===== config.mk =====
export PLATFORM = sky130hd
export DESIGN_NAME = flt_cmd_cfg
export DESIGN_NICKNAME = d
export VERILOG_FILES = /design/src/rtl/flt_cmd_cfg.sv
export SDC_FILE = /design/constraint.sdc
export NUM_CORES = 1
export LEC_CHECK = 0
export BUFFER_PORTS_ARGS = -buffer_cell sky130_fd_sc_hd__buf_2
export CAP_MARGIN = 20
export CORE_ASPECT_RATIO = 2
export CORE_MARGIN = 3
export CORE_UTILIZATION = 30
export CTS_CLUSTER_DIAMETER = 100
export CTS_CLUSTER_SIZE = 25
export DETAILED_ROUTE_END_ITERATION = 6
export SYNTH_ARGS = -nofsm -noshare
export SYNTH_HDL_FRONTEND = slang
export SYNTH_SLANG_ARGS = --single-unit

===== constraint.sdc =====
create_clock -name clk -period 5 [get_ports clk]
set_input_delay 0.25 -clock clk [delete_from_list [all_inputs] [get_ports clk]]
set_output_delay 0.25 -clock clk [all_outputs]
set_load 0.03 [all_outputs]

===== src/rtl/flt_cmd_cfg.sv =====
// Flight command processor: decodes host packets into setpoints, sequences motor
// spin-up and inertial calibration, and returns an ack byte. Optional watchdog: CMD_WDOG_EN.
module flt_cmd_cfg #(
    parameter int          SPINUP_BITS = 26,
    parameter int          WDOG_BITS   = 26,
    parameter logic [7:0]  ACK         = 8'hA5,
    parameter logic [7:0]  NAK         = 8'hEE
) (
    input  logic        clk,
    input  logic        rst,
    input  logic        cmd_rdy,
    input  logic [7:0]  cmd,
    input  logic [15:0] data,
    input  logic        cal_done,
    output logic        clr_cmd_rdy,
    output logic        send_resp,
    output logic [7:0]  resp,
    output logic [15:0] d_ptch,
    output logic [15:0] d_roll,
    output logic [15:0] d_yaw,
    output logic [8:0]  thrst,
    output logic        strt_cal,
    output logic        inertial_cal,
    output logic        motors_off,
    output logic [1:0]  dbg_state
);

    typedef enum logic [1:0] {IDLE, SPINUP, CAL, RESP} state_t;

    localparam logic [SPINUP_BITS-1:0] SPIN_ONE = 1;

    state_t                 state, state_nxt;
    logic [SPINUP_BITS-1:0] spin_tmr;
    logic [15:0]            ptch_q, roll_q, yaw_q;
    logic                   accept;

    // Handshake: a packet is taken on any clock edge where the FSM is IDLE and
    // cmd_rdy is high; clr_cmd_rdy follows for one cycle, and send_resp/resp is a
    // one-cycle strobe with resp stable while send_resp is high.
    assign accept    = (state == IDLE) && cmd_rdy;
    assign dbg_state = state;

    always_ff @(posedge clk) begin
        if (rst) begin
            state       <= IDLE;
            spin_tmr    <= '0;
            ptch_q      <= '0;
            roll_q      <= '0;
            yaw_q       <= '0;
            thrst       <= '0;
            motors_off  <= 1'b1;
            resp        <= ACK;
            clr_cmd_rdy <= 1'b0;
            send_resp   <= 1'b0;
        end else begin
            state       <= state_nxt;
            clr_cmd_rdy <= accept;
            send_resp   <= (state == RESP);
            if (state == SPINUP)
                spin_tmr <= spin_tmr + SPIN_ONE;
            if (state == CAL && cal_done)
                resp <= ACK;
            if (accept) begin
                resp <= ACK;
                case (cmd)
                    8'h02: ptch_q <= data;
                    8'h03: roll_q <= data;
                    8'h04: yaw_q  <= data;
                    8'h05: thrst  <= data[8:0];
                    8'h06: begin
                        motors_off <= 1'b0;
                        spin_tmr   <= '0;
                    end
                    8'h07: begin
                        ptch_q <= '0;
                        roll_q <= '0;
                        yaw_q  <= '0;
                        thrst  <= '0;
                    end
                    8'h08: motors_off <= 1'b1;
                    default: resp <= NAK;
                endcase
            end
        end
    end

    always_comb begin
        state_nxt    = state;
        strt_cal     = 1'b0;
        inertial_cal = 1'b0;
        case (state)
            IDLE: begin
                if (cmd_rdy)
                    state_nxt = (cmd == 8'h06) ? SPINUP : RESP;
            end
            SPINUP: begin
                inertial_cal = 1'b1;
                if (&spin_tmr) begin
                    strt_cal  = 1'b1;
                    state_nxt = CAL;
                end
            end
            CAL: begin
                inertial_cal = 1'b1;
                if (cal_done)
                    state_nxt = RESP;
            end
            RESP: state_nxt = IDLE;
            default: state_nxt = IDLE;
        endcase
    end

`ifdef CMD_WDOG_EN
    logic [WDOG_BITS-1:0] wdog;
    logic                 wdog_trip;
    localparam logic [WDOG_BITS-1:0] WDOG_ONE = 1;

    assign wdog_trip = &wdog;

    // Saturates so a lost link keeps the attitude setpoints zeroed until the next packet.
    always_ff @(posedge clk) begin
        if (rst || accept)
            wdog <= '0;
        else if (!wdog_trip)
            wdog <= wdog + WDOG_ONE;
    end

    assign d_ptch = wdog_trip ? 16'h0000 : ptch_q;
    assign d_roll = wdog_trip ? 16'h0000 : roll_q;
    assign d_yaw  = wdog_trip ? 16'h0000 : yaw_q;
`else
    assign d_ptch = ptch_q;
    assign d_roll = roll_q;
    assign d_yaw  = yaw_q;
`endif

endmodule

== Yosys cells after proc, flatten, opt, wreduce, memory -nomap -nowiden ==
Cells that the tools add are included.
Cells by class
  add/sub/neg operators: 1
  equality and inequality tests: 13
  mux-type cells: 19
  reduce and logical (&&, ||, !) cells: 18
Operators with widths (number)
  case mux 16 bit (2 select lines): 3
  two-way mux 26 bit: 3
  equality test 8 x 3 -> 1 bit (second input constant): 4
  adder 26 x 1 -> 26 bit (second input constant): 1
  AND reduction 26 bit: 1
  case mux 9 bit (2 select lines): 1
  equality test 8 x 2 -> 1 bit (second input constant): 2
  two-way mux 8 bit: 2
  nonzero test 2 bit: 6
  AND reduction 2 bit: 5
  equality test 8 x 4 -> 1 bit (second input constant): 1
  two-way mux 2 bit: 4
  case mux 2 bit (4 select lines): 1
  two-way mux 7 bit: 1
  OR reduction 7 bit: 1
  equality test 2 bit (second input constant): 2
  inequality test 2 bit (second input constant): 2
  two-way mux 1 bit: 3
  AND reduction 3 bit: 1
  equality test 2 x 1 -> 1 bit (second input constant): 1
  logical AND 1 bit: 2
  zero test 2 bit: 1
  inequality test 2 x 1 -> 1 bit (second input constant): 1
  case mux 1 bit (2 select lines): 1
  OR reduction 2 bit: 1
Word-level totals
  register bits after elaboration: 96
  input port bits: 28
  logic and storage cells: 61

== Logic depth before layout (Yosys ltp) ==
  word-level depth: 4
  depth in mapped cells: 8
  gate-level depth less buffers: 6

== Worst setup path before layout ==
Ideal clock, no wire load.
  path kind: flip-flop to output port
  start: register state[0] (netlist: dbg_state[0])
  end: output strt_cal
  arrival: 2314 ps
  data required time: 4750 ps
  setup slack: 2436 ps
  cell stages (with the launch flop): 5
  cells stage by stage: dfxtp_1 > ha_1 > clkbuf_1 > nand4_1 > nor4_1
On the way
  longest elaborated chain between the ends: 2
Ends and longest elaborated chain
  start: declaration: line 32  | state_t state, state_nxt;
  start signal: assignment: line 56  | state <= state_nxt;
  equality test 2 x 1 -> 1 bit: line 91  | case (state)
  two-way mux 1 bit: line 91
  end: declaration: line 22  | output logic strt_cal,
No other way between the ends.

== Worst setup path in the final report ==
  start: register spin_tmr[9]
  end: output strt_cal
On the way
  longest elaborated chain between the ends: 3
Ends and longest elaborated chain
  start: declaration: line 33  | logic [SPINUP_BITS-1:0] spin_tmr;
  start signal: assignment: line 60  | spin_tmr <= spin_tmr + SPIN_ONE;
  AND reduction 26 bit: line 98  | if (&spin_tmr) begin
  two-way mux 1 bit: line 98
  two-way mux 1 bit: line 91
No other way between the ends.

==> results.py <==
metrics = {
    "global_route": {
        "grt_max_degree": 64,
        "grt_pass1_vias": 3554,
        "antenna_found_initial": 0,
        "grt_first_pass_wirelength_mm": 18.8,
        "grt.overflow.total": 0,
        "grt.total_usage_pct": 16.7,
    },
    "sta": {
        "rsz0062_at_grt": "no",
        "timing.slew.headroom_pct": 36.6,
        "fin_crit_sh_pct": 52.4,
        "fmax_ghz": 0.382,
        "hold_violations": 0,
        "setup_ws_ns": 2.38,
        "finalSetupTns_ns": 0,
        "setup_viol": 0,
        "drv_slew": 0,
        "worst_pin_slew_ns": 0.943,
        "skew_ns": 0.00608,
        "fin_crit_ns": 2.62,
    },
    "cts": {
        "cts_made_buffers": 9,
        "cts_tree": "yes",
        "cts_resized": 0,
        "clk_pin_slew_ns": 0.07,
        "cts_hold_buf": 0,
        "clk_path_buf_depth": 2,
        "root_buffer": "clkbuf_16",
        "post-cts-setup-buffers": 0,
        "clock_sinks": 90,
        "clock_latency_ns": 0.34,
        "cts_htree_levels": 3,
    },
    "synthesis": {
        "synth.top_cell.area_share_pct": 46.1,
        "syn_avg_cell_area_sq_um": 8.28,
        "ys_top_cells_by_area": "dfxtp_1 46%, a21oi_1 9.1%, nand3_1 9.0%",
        "ys_seq_area_share_pct": 46.1,
        "syn_inst": 472,
        "async_flop_share_pct": 0,
        "ys.flop_type": "dfxtp_1",
        "netlist.top_cell.by_area": "dfxtp_1",
        "ys_ff_latch": 90,
        "synth_cell_types": 48,
        "ys_warn_count": 0,
        "synth_edf_count": 0,
        "syn_area_sq_um": 3910,
    },
    "critical_path": {
        "critPathMaxStageDelay_ns": 0.79,
        "worst-path-max-fanout": 16,
        "timing.critical_path.buf_inv": 1,
        "crit_end": "strt_cal",
        "crit_start": "spin_tmr[9]$_SDFF_PP0_",
        "reg2reg_depth": 6,
        "crit_slowest_cell": "or4_1",
        "start_kind": "flop",
        "cp_data_arrival_time_ns": 2.37,
        "worstPathCellList": "nand4_2, or4_1, nor4_1, buf_2",
        "cp.depth": 4,
        "crit_family": "simple AND/OR/NAND/NOR gates",
        "crit_type": "reg -> out",
        "r2r_start": "dbg_state[0]$_SDFFE_PP0P_",
        "crit_required_ns": 4.75,
        "reg2reg_to": "d_ptch[6]$_SDFFE_PP0P_",
        "endpoint_kind": "output port",
        "r2r_setup_slack_ns": 2.77,
    },
    "floorplanning": {
        "coreArea_sq_um": 12600,
        "die_h_microns": 167,
        "chipWidth_microns": 86.7,
        "initial_utilization_pct": 30.9,
        "num_rows": 58,
        "dieArea_sq_um": 14500,
        "io_pins": 100,
    },
    "route": {
        "ant_nets": 0,
        "first_pass_iters": 4,
        "drt-total-wl_mm": 11.9,
        "vias": 3682,
        "first_iter_violations": 205,
        "detail_route.wl_per_cell_microns": 16.9,
        "routed_via_density": 5.24,
        "drc": 0,
    },
    "final_layout": {
        "fin_nets": 582,
        "drive_above_1_share_pct": 23.0,
        "diodes": 0,
        "area_delta_synth_final_pct": 21.9,
    },
    "place": {
        "hpwl_mm": 8.87,
        "port_buffers": 95,
        "gp_congestion": 0.794,
        "place_ws_ns": 2.11,
    },
    "run_status": {
        "status": "finished clean",
    },
    "hold_path": {
        "hp-class": "in -> reg",
    },
    "pwr": {
        "leakage_nw": 1.83,
        "power_density_nw_per_um2": 369,
        "ir_worst_vdd_mv": 0.219,
    },
    "run": {
        "cap_violations": 0,
    },
}
==> cell usage after synthesis, types with 2 or more instances <==
master	instances
nor4_1	6
dfxtp_1	90
o31ai_1	7
buf_2	6
a21oi_1	71
xor2_1	9
nand4_1	11
nor2_1	17
nor4_4	2
and3_2	2
and3_1	3
nand2b_1	3
mux2i_1	5
clkbuf_1	21
ha_1	6
xnor2_1	3
nor3_1	2
or4_1	8
inv_1	6
nor2b_1	5
conb_1	2
nand3_1	70
nand2_1	75
o21ai_0	7
and4_1	4
or3_1	3
a31oi_1	2
buf_4	6
==> how the worst min path moves through the flow <==
stage	startpoint	endpoint	slack, ns	cells past startpoint
after global placement	d_roll[14]$_SDFFE_PP0P_	d_roll[14]$_SDFFE_PP0P_	0.44	2
after floorplan	data[10]	d_ptch[10]$_SDFFE_PP0P_	0.40	2
after detailed placement	d_yaw[6]$_SDFFE_PP0P_	d_yaw[6]$_SDFFE_PP0P_	0.45	2
after global routing	data[15]	d_roll[15]$_SDFFE_PP0P_	0.19	3
final	data[15]	d_yaw[15]$_SDFFE_PP0P_	0.19	3
after CTS	data[15]	d_yaw[15]$_SDFFE_PP0P_	0.18	3
==> cells by family after synthesis <==
group | after synthesis | share of synthesized area [%]
compound gates | 94 | 13.3
mux | 5 | 1.28
flops | 90 | 46.1
simple gates | 221 | 29.3
other cells | 2 | 0.192
fa+ha+maj | 6 | 1.92
buf+inv | 42 | 5.28
xor+xnor | 12 | 2.69
==> sequential cells by signal (all words and copies together), names as in the netlist <==
signal	cells
spin_tmr	26
clr_cmd_rdy	1
d_ptch	16
send_resp	1
d_roll	16
dbg_state	2
motors_off	1
resp	2
d_yaw	16
thrst	9
==> per-layer routing <==
layer	vias up	routed length (microns)	GRT usage, %	share of wire (%)
met3	17	665	4.53	5.6
met4	0	348	6.51	2.9
met1	1732	4290	17.9	36
li1	1813	-	-	-
met2	120	6580	30.2	55
met5	-	0	0	0
==> cell usage in the layout (no fill, tap or decap), types with 8 or more instances in the layout <==
master     Yosys  final
clkbuf_16      0      9
a21oi_1       71     71
xor2_1         9      9
nand4_1       11     11
nand3_1       70     69
or4_1          8      8
nor2_1        17     17
nand2_1       75     75
dfxtp_1       90     90
buf_2          6     96
==> per-stage QoR <==
step / cells / util (%) / instance area (sq um) / power [mW] / hold slack [ns]
final: 703 / 37.7 / 4760 / 1.76 / 0.192
after global routing: 703 / 37.7 / 4760 / 1.82 / 0.190
after CTS: 701 / 37.5 / 4740 / 1.77 / 0.178
after detailed placement: 685 / 35.0 / 4410 / 1.04 / 0.445
after global placement: 685 / 35.0 / 4410 / 1.03 / 0.440
after floorplan: 474 / - / 3920 / 0.964 / 0.398
==> layout make-up <==
class,count,area (sq um)
clock inverter,7,98.8
clock buffer,9,225
inverter,6,22.5
multi-input combinational,342,1910
sequential,90,1800
tap,150,188
timing repair buffer,99,515
fill,1353,7860
==> report_power, final <==
part           total [mW]  internal, mW  switching [mW]
Sequential          0.758         0.737          0.0202
Combinational       0.266        0.0856           0.180
Clock               0.735         0.441           0.294
==> worst register-to-register path: cells and delay by family, from the launching register on <==
family,cells,cell delay (ns)
adders and majority gates,1,0.25
DFF,1,0.36
AOI/OAI and AO/OA,1,0.08
and+or+nand+nor,3,1.27
buffers and inverters,1,0.14
Power figures use the tool's default switching activity.
